--- config.mk ---
export PLATFORM = sky130hd
export DESIGN_NAME = fp_add_sequencer
export DESIGN_NICKNAME = d
export VERILOG_FILES = /design/src/rtl/fp_add_sequencer.sv
export SDC_FILE = /design/constraint.sdc
export NUM_CORES = 1
export LEC_CHECK = 0
export ABC_AREA = 1
export ABC_CLOCK_PERIOD_IN_PS = 2000
export CAP_MARGIN = 20
export CORE_MARGIN = 4
export CORE_UTILIZATION = 40
export DETAILED_ROUTE_END_ITERATION = 10
export GPL_ROUTABILITY_DRIVEN = 0
export PLACE_DENSITY = 0.66
export SETUP_SLACK_MARGIN = 0.02
export SYNTH_ARGS = -nofsm -noshare
export SYNTH_HDL_FRONTEND = slang
export SYNTH_SLANG_ARGS = --single-unit
export TNS_END_PERCENT = 50
--- constraint.sdc ---
create_clock -name clk -period 2 [get_ports clk]
set_clock_uncertainty 0.1 [all_clocks]
set_input_delay 0.6 -clock clk [delete_from_list [all_inputs] [get_ports clk]]
set_output_delay 0.6 -clock clk [all_outputs]
set_load 0.02 [all_outputs]
--- src/rtl/fp_add_sequencer.sv ---
// Valid/ready wrapper around the fixed-latency fp_adder: registers operands onto the adder,
// tracks each op with a tagged valid shift register and buffers results in a credit-checked FIFO.
module fp_add_sequencer #(
    parameter int N     = 16,
    parameter int LAT   = 3,
    parameter int DEPTH = 8,
    parameter int TAG_W = 4
) (
    input  logic             clk,
    input  logic             rst_n,
    input  logic             in_valid,
    output logic             in_ready,
    input  logic [N-1:0]     in_a,
    input  logic [N-1:0]     in_b,
    input  logic [TAG_W-1:0] in_tag,
    output logic [N-1:0]     add_a,
    output logic [N-1:0]     add_b,
    input  logic [N-1:0]     add_result,
    output logic             out_valid,
    input  logic             out_ready,
    output logic [N-1:0]     out_data,
    output logic [TAG_W-1:0] out_tag
);
    localparam int PTR_W = (DEPTH > 1) ? $clog2(DEPTH) : 1;
    localparam int CNT_W = $clog2(DEPTH + 1);
    localparam int ENT_W = N + TAG_W;

    logic [N-1:0]            r_add_a;
    logic [N-1:0]            r_add_b;
    logic [LAT:0]            r_vsr_v;
    logic [LAT:0][TAG_W-1:0] r_vsr_tag;
    logic [ENT_W-1:0]        r_mem [DEPTH];
    logic [PTR_W-1:0]        r_wr_ptr;
    logic [PTR_W-1:0]        r_rd_ptr;
    logic [CNT_W-1:0]        r_fifo_cnt;
    logic [CNT_W-1:0]        r_outst;
    logic                    r_out_valid;
    logic [N-1:0]            r_out_data;
    logic [TAG_W-1:0]        r_out_tag;

    logic                    w_accept;
    logic                    w_push;
    logic                    w_pop;
    logic [PTR_W-1:0]        w_rd_nxt;
    logic [CNT_W-1:0]        w_cnt_left;

    function automatic logic [PTR_W-1:0] ptr_inc(input logic [PTR_W-1:0] p);
        return (p == PTR_W'(DEPTH - 1)) ? '0 : p + PTR_W'(1);
    endfunction

    // Credits come from the registered count only, so a pop frees a slot one cycle later.
    assign in_ready   = rst_n & (r_outst < CNT_W'(DEPTH));
    assign w_accept   = in_valid & in_ready;
    assign w_push     = r_vsr_v[LAT];
    assign w_pop      = r_out_valid & out_ready;
    assign w_rd_nxt   = w_pop ? ptr_inc(r_rd_ptr) : r_rd_ptr;
    assign w_cnt_left = r_fifo_cnt - CNT_W'(w_pop);

    assign add_a     = r_add_a;
    assign add_b     = r_add_b;
    assign out_valid = r_out_valid;
    assign out_data  = r_out_data;
    assign out_tag   = r_out_tag;

    always_ff @(posedge clk or negedge rst_n) begin
        if (!rst_n) begin
            r_add_a   <= '0;
            r_add_b   <= '0;
            r_vsr_v   <= '0;
            r_vsr_tag <= '0;
        end else begin
            r_add_a   <= w_accept ? in_a : '0;
            r_add_b   <= w_accept ? in_b : '0;
            r_vsr_v   <= {r_vsr_v[LAT-1:0], w_accept};
            r_vsr_tag <= {r_vsr_tag[LAT-1:0], (w_accept ? in_tag : {TAG_W{1'b0}})};
        end
    end

    always_ff @(posedge clk) begin
        if (w_push)
            r_mem[r_wr_ptr] <= {add_result, r_vsr_tag[LAT]};
    end

    // Head register shows the entry left after this edge's pop; a fresh push appears one edge later.
    always_ff @(posedge clk or negedge rst_n) begin
        if (!rst_n) begin
            r_wr_ptr    <= '0;
            r_rd_ptr    <= '0;
            r_fifo_cnt  <= '0;
            r_outst     <= '0;
            r_out_valid <= 1'b0;
            r_out_data  <= '0;
            r_out_tag   <= '0;
        end else begin
            if (w_push)
                r_wr_ptr <= ptr_inc(r_wr_ptr);
            r_rd_ptr    <= w_rd_nxt;
            r_fifo_cnt  <= r_fifo_cnt + CNT_W'(w_push) - CNT_W'(w_pop);
            r_outst     <= r_outst + CNT_W'(w_accept) - CNT_W'(w_pop);
            r_out_valid <= (w_cnt_left != '0);
            if (w_cnt_left != '0)
                {r_out_data, r_out_tag} <= r_mem[w_rd_nxt];
        end
    end

    always @(posedge clk) begin
        if (rst_n)
            assert (!(w_push && !w_pop && (r_fifo_cnt == CNT_W'(DEPTH))))
                else $error("fp_add_sequencer: result pushed into a full FIFO");
    end

endmodule

==> flow_summary.json, run 1 <==
{
  "status": "finished, final reports clean",
  "grt_first_pass_wirelength_um": 37700,
  "place_ws_ps": -657,
  "setup_violations": 0,
  "remaining_drc_errors": 0,
  "clk_path_buf_depth": 3,
  "antenna_found_initial": 1,
  "final_nets": 1180,
  "setup_slack_ps": 65.2,
  "synth_area_leaders": "edfxtp_1 (47%), dfrtp_1 (21%), nand3_1 (11%), inv_1 (7.9%), nand2_1 (5.3%)",
  "clk_latency_ps": 530,
  "ys_async_sr_fraction_pct": 35.2,
  "cts-root-buf": "clkbuf_16",
  "cellPowerDensity_nw_per_um2": 1400,
  "io_pins": 110,
  "min_path_type": "primary input to asynchronous set/reset pin",
  "synthCells": 959,
  "max_freq_mhz": 517,
  "crit_chain": "clkdlybuf4s15_1",
  "critPathLaunchType": "flip-flop",
  "wl_per_cell_um": 16.5,
  "cts_made_buffers": 27,
  "worst-path-buf-inv": 1,
  "holdWs_ps": 73.6,
  "tritoncts": "yes",
  "crit_type": "flip-flop to output pin",
  "wirelength_met1_um": 9790,
  "post_cts_buffers": 0,
  "cp.required_ps": 1300,
  "coreArea_um2": 25100,
  "cpPeakStageDelay_ps": 400,
  "dr.max_layer_used": "met5",
  "multi_input_comb_area_um2": 2250,
  "drv_cap": 0,
  "rrSetupSlack_ps": 110,
  "drive_gt1_share_pct": 11.4,
  "io_buffers": 109,
  "ys_seq_elements": 247,
  "reg2reg_depth": 11,
  "grt_max_degree": 48,
  "synth_area_um2": 10200,
  "antenna_left": 0,
  "routed_via_density": 4.78,
  "cp.arrival_ps": 1230,
  "grt_overflow_total": 0,
  "syn-num-nets": 1029,
  "die_x_um": 168,
  "synth_top_cell_by_area": "edfxtp_1",
  "critical_path_depth": 1,
  "drtIter0Drc": 514,
  "synth_cell_types": 20,
  "maxSlewViolCount": 0,
  "critical_path.slowest_cell": "dfrtp_1",
  "wl_met2_um": 11500,
  "start_util_pct": 40.6,
  "die_h_um": 168,
  "synthToLayoutAreaGrowth_pct": 27.8,
  "crit_fanout": 2,
  "drt_wl_total_um": 24100,
  "cp-end-kind": "output pin",
  "rsz0062_at_grt": "no",
  "synth-main-ff-cell": "edfxtp_1",
  "peakVddDrop_mv": 0.762,
  "ys_seq_area_share_pct": 68.5,
  "worst_pin_slew_ps": 586,
  "finalHoldViolCount": 0,
  "antennaDiodeCount": 0,
  "seq_area_um2": 6980,
  "p_leak_nw": 6.14,
  "cts_sinks": 247,
  "grt_pass1_vias": 7162,
  "cts_htree_levels": 1,
  "synth_edf_count": 160,
  "ys_warn_count": 0,
  "syn_avg_cell_area_um2": 10.6,
  "synth.most_common_cell": "nand3_1",
  "fillCellCount": 2227,
  "r2r_end": "out_data[9]",
  "max-slew-margin-rel_pct": 60.9,
  "synth_common_cells": "nand3_1 (222), inv_1 (215), edfxtp_1 (160)",
  "floorplan.rows": 58,
  "first_pass_iters": 5,
  "place_hpwl_um": 14700,
  "crit_family": "flip-flops",
  "die_area_um2": 28100,
  "grtUsageTotal_pct": 16.8,
  "timing.rr.start": "r_rd_ptr[0]",
  "vias": 6984,
  "period_needed_ps": 1930,
  "wl_met3_um": 2220,
  "finalCritPeriodShare_pct": 96.7,
  "synth.top_cell.area_share_pct": 47.2,
  "clk_pin_slew_ps": 60
}
==> kinds of logic after synthesis <==
family,after synthesis,synth area share (%)
fa+ha+maj,14,1.87
flops,247,68.5
buf+inv,263,10.3
xor+xnor,6,0.516
simple gates,419,18.3
compound gates,10,0.528
==> metal layers <==
metal | global-route usage [%] | vias up
li1 | - | 3373
met1 | 21.5 | 3290
met2 | 29.1 | 275
met3 | 4.18 | 44
met4 | 3.42 | 2
met5 | 0 | -
==> sequential cells by signal, indices dropped and copies added, names as in the netlist, 4 cells and up <==
name        flops
out_data       16
r_outst         4
r_vsr_tag      16
r_mem         160
add_a          16
r_vsr_v         4
add_b          16
r_fifo_cnt      4
out_tag         4
==> power by group <==
group,total (mW),switching [mW],internal [mW]
Sequential,6.48,0.359,6.12
Combinational,7.13,4.26,2.87
Clock,4.63,1.94,2.70
==> layout make-up <==
type,instances,share of cell area (%)
inverters,219,6.33
repair buffers,166,13.3
multi-input cells,449,17.3
flip-flops and latches,247,53.6
clock buffers,40,5.71
clock inverters,10,0.595
well taps,330,3.17
==> what timing repair did <==
| action | in CTS | in global routing |
|---|---|---|
| endpoints found under the setup margin | 74 | 34 |
| resized for setup | 72 | 33 |
| hold buffers | 0 | 0 |
| pin swaps | 0 | 6 |
| cloned | 0 | 4 |
==> worst max-delay path by stage <==
stage / slack (ps) / to / startpoint
after floorplan: -80 / r_outst[2] / rst_n
after global placement: -540 / out_tag[1] / out_ready
after detailed placement: -660 / out_data[12] / out_ready
after CTS: -70 / out_data[12] / out_ready
after global routing: 20 / out_data[3] / out_data[3]
final: 70 / out_tag[0] / out_tag[0]
==> layout by cell type, fill, tap and decap left out, types with 2 or more instances in the layout <==
cell / instances
a21oi_1: 2
buf_12: 16
buf_4: 33
buf_6: 6
clkbuf_1: 11
clkbuf_16: 30
clkbuf_2: 5
clkbuf_8: 2
clkdlybuf4s15_1: 9
clkdlybuf4s15_2: 3
clkdlybuf4s50_1: 53
clkinv_1: 4
clkinv_2: 3
dfrtp_1: 87
dlygate4sd2_1: 36
edfxtp_1: 160
fa_1: 2
ha_1: 10
inv_1: 215
inv_2: 3
nand2_1: 140
nand2_2: 4
nand2_4: 3
nand3_1: 222
nor2_1: 39
nor2_2: 8
nor2_4: 2
o21ai_0: 4
o21ai_2: 2
xnor2_1: 3
xor2_1: 3
==> per-stage QoR <==
stage	cell area (um2)	setup TNS (ps)	total power, mW	cells	util (%)
finish	13000	0	18.2	1461	51.9
CTS	12900	-1200	17.9	1457	51.3
floorplan	10200	-154	10.6	959	-
detailed placement	12100	-16060	13.4	1407	48.2
global route	13000	0	19.4	1461	51.9
global placement	12100	-13790	13.3	1407	48.2
Power figures use the tool's default switching activity.
==> inputs of run 2 (changes only) <==
--- a/config.mk
+++ b/config.mk
@@ -10,6 +10,7 @@
 export CAP_MARGIN = 20
 export CORE_MARGIN = 4
 export CORE_UTILIZATION = 40
+export CTS_BUF_LIST = sky130_fd_sc_hd__clkbuf_8
 export DETAILED_ROUTE_END_ITERATION = 10
 export GPL_ROUTABILITY_DRIVEN = 0
 export PLACE_DENSITY = 0.66
==> run 2 against run 1 <==
Effect of this change:
- via count grew 1.7%
- core utilization shrank 0.12 points
- critical path type unchanged
- maximum frequency shrank 1.0%
- die area is the same
- sequential share of layout area grew 0.13 points
- setup slack lost 20 ps
- final cell count grew 1.9%
- first-iteration DRC count grew 8.4%
- global-route usage grew 0.38 points
- combinational power shrank 0.6%
- largest cell class unchanged
- largest power group unchanged
==> flow_summary.json, run 2 (same netlist as run 1, synthesis figures left out) <==
{
  "status": "finished, final reports clean",
  "antenna_found_initial": 1,
  "io_buffers": 109,
  "wl_per_cell_um": 16.3,
  "cts_sinks": 247,
  "drtIter0Drc": 557,
  "postLayoutCoreUtil_pct": 51.8,
  "p_seq_share_pct": 36.5,
  "drv_cap": 0,
  "routed_via_density": 4.77,
  "tritoncts": "yes",
  "grtUsageTotal_pct": 17.1,
  "postCtsHoldBufs": 0,
  "swShare_pct": 37.0,
  "rsz0062_at_grt": "yes",
  "synthToLayoutAreaGrowth_pct": 27.5,
  "cpPeakStageDelay_ps": 380,
  "place_area_um2": 12100,
  "peakVddDrop_mv": 0.589,
  "layout_commonest_cell": "inv_1",
  "clkPwrFrac_pct": 23.6,
  "first_pass_iters": 5,
  "die_area_um2": 28100,
  "p_sw_mw": 6.57,
  "remaining_drc_errors": 0,
  "critPathLaunchType": "flip-flop",
  "holdWs_ps": 71.9,
  "finalCritPeriodShare_pct": 97.7,
  "intPower_mw": 11.2,
  "fin_area_um2": 13000,
  "mostFrequentLayoutCells": "inv_1 (234), nand3_1 (222), edfxtp_1 (160)",
  "multi_input_comb_area_um2": 2240,
  "cts-root-buf": "clkbuf_8",
  "die_h_um": 168,
  "seq_area_um2": 6980,
  "antenna_left": 0,
  "grt_overflow_total": 0,
  "setup_violations": 0,
  "die_x_um": 168,
  "grt_pass1_vias": 7362,
  "min_path_type": "primary input to asynchronous set/reset pin",
  "fillCellCount": 2266,
  "start_util_pct": 40.6,
  "max-slew-margin-rel_pct": 60.9,
  "largest_reg_flops": 160,
  "cp.required_ps": 1300,
  "drt_wl_total_um": 24200,
  "period_needed_ps": 1950,
  "clk_path_buf_depth": 3,
  "crit_chain": "clkdlybuf4s15_1",
  "cp-end-kind": "output pin",
  "tns_ps": 0,
  "worst_pin_slew_ps": 587,
  "post_cts_buffers": 0,
  "crit_fanout": 2,
  "worst-path-buf-inv": 1,
  "coreArea_um2": 25100,
  "max_freq_mhz": 512,
  "largest-register": "r_mem",
  "cts_htree_levels": 2,
  "pwr-share-comb_pct": 39.9,
  "floorplan.rows": 58,
  "p_leak_nw": 6.21,
  "io_pins": 110,
  "cts_made_buffers": 43,
  "cellPowerDensity_nw_per_um2": 1370,
  "clk_latency_ps": 540,
  "antennaDiodeCount": 0,
  "critical_path.slowest_cell": "dfrtp_1",
  "grt_max_degree": 48,
  "finalHoldViolCount": 0,
  "vias": 7106,
  "maxSlewViolCount": 0,
  "drive_gt1_share_pct": 12.6,
  "final_nets": 1195,
  "crit_type": "flip-flop to output pin",
  "grt_first_pass_wirelength_um": 38300,
  "clk_pin_slew_ps": 60,
  "crit_family": "flip-flops",
  "cp.arrival_ps": 1250,
  "place_hpwl_um": 14700
}
-- run 2: cell types whose count changed in the layout (fill, tap and decap cells not counted), moves of 2 or more --
| cell | delta |
|---|---|
| clkinv_1 | +2 |
| clkbuf_2 | -5 |
| clkdlybuf4s15_1 | -2 |
| clkdlybuf4s15_2 | +6 |
| clkbuf_8 | +46 |
| inv_1 | +19 |
| clkbuf_16 | -28 |
| clkbuf_1 | -11 |
-- run 2: final timing paths --
check	from	endpoint	slack, ps	cells after the start
max	out_data[12]	out_data[12]	50	1
min reg2reg	r_vsr_tag[11]	r_vsr_tag[15]	240	0
max reg2reg	r_rd_ptr[0]	out_data[13]	100	11
min	rst_n	add_b[4]	70	2
min in group clk	r_vsr_tag[11]	r_vsr_tag[15]	240	0
max in group asynchronous	rst_n	r_rd_ptr[0]	740	3
-- run 2: power groups by stage --
stage          Combinational (mW)  Clock, mW  Sequential [mW]
4_1_cts                      6.74       4.31             6.49
5_1_grt                      7.87       4.56             6.54
2_1_floorplan                3.78          0             6.81
3_3_place_gp                 6.72          0             6.58
3_5_place_dp                 6.86          0             6.59
6_report                     7.09       4.18             6.48
-- run 2: what timing repair did --
| action | in CTS | in global routing |
|---|---|---|
| pin swaps | 0 | 5 |
| setup endpoints to repair | 74 | 30 |
| cloned | 0 | 3 |
| gates resized for setup | 83 | 20 |
-- run 2: layer usage --
| metal | up-vias | part of all wire (%) | GRT usage (%) |
|---|---|---|---|
| met1 | 3372 | 40 | 21.5 |
| met3 | 32 | 9.2 | 4.53 |
| met4 | 2 | 1.6 | 4.90 |
| li1 | 3403 | - | - |
| met2 | 297 | 49 | 29.4 |
| met5 | - | 0.050 | 0 |
-- run 2: stage by stage --
stage,cells,worst slack [ps],power [mW]
2_1_floorplan,959,-78.0,10.6
3_3_place_gp,1407,-541,13.3
3_5_place_dp,1407,-657,13.4
4_1_cts,1486,-57.0,17.5
5_1_grt,1489,4.83,19.0
6_report,1489,45.4,17.8
-- run 2: area by class of cell --
cell class	instances	area share, %
flip-flops and latches	247	53.7
multi-input cells	449	17.3
repair buffers	165	13.4
inverters	219	6.34
clock buffers	48	5.08
well taps	330	3.18
clock inverters	31	1.00
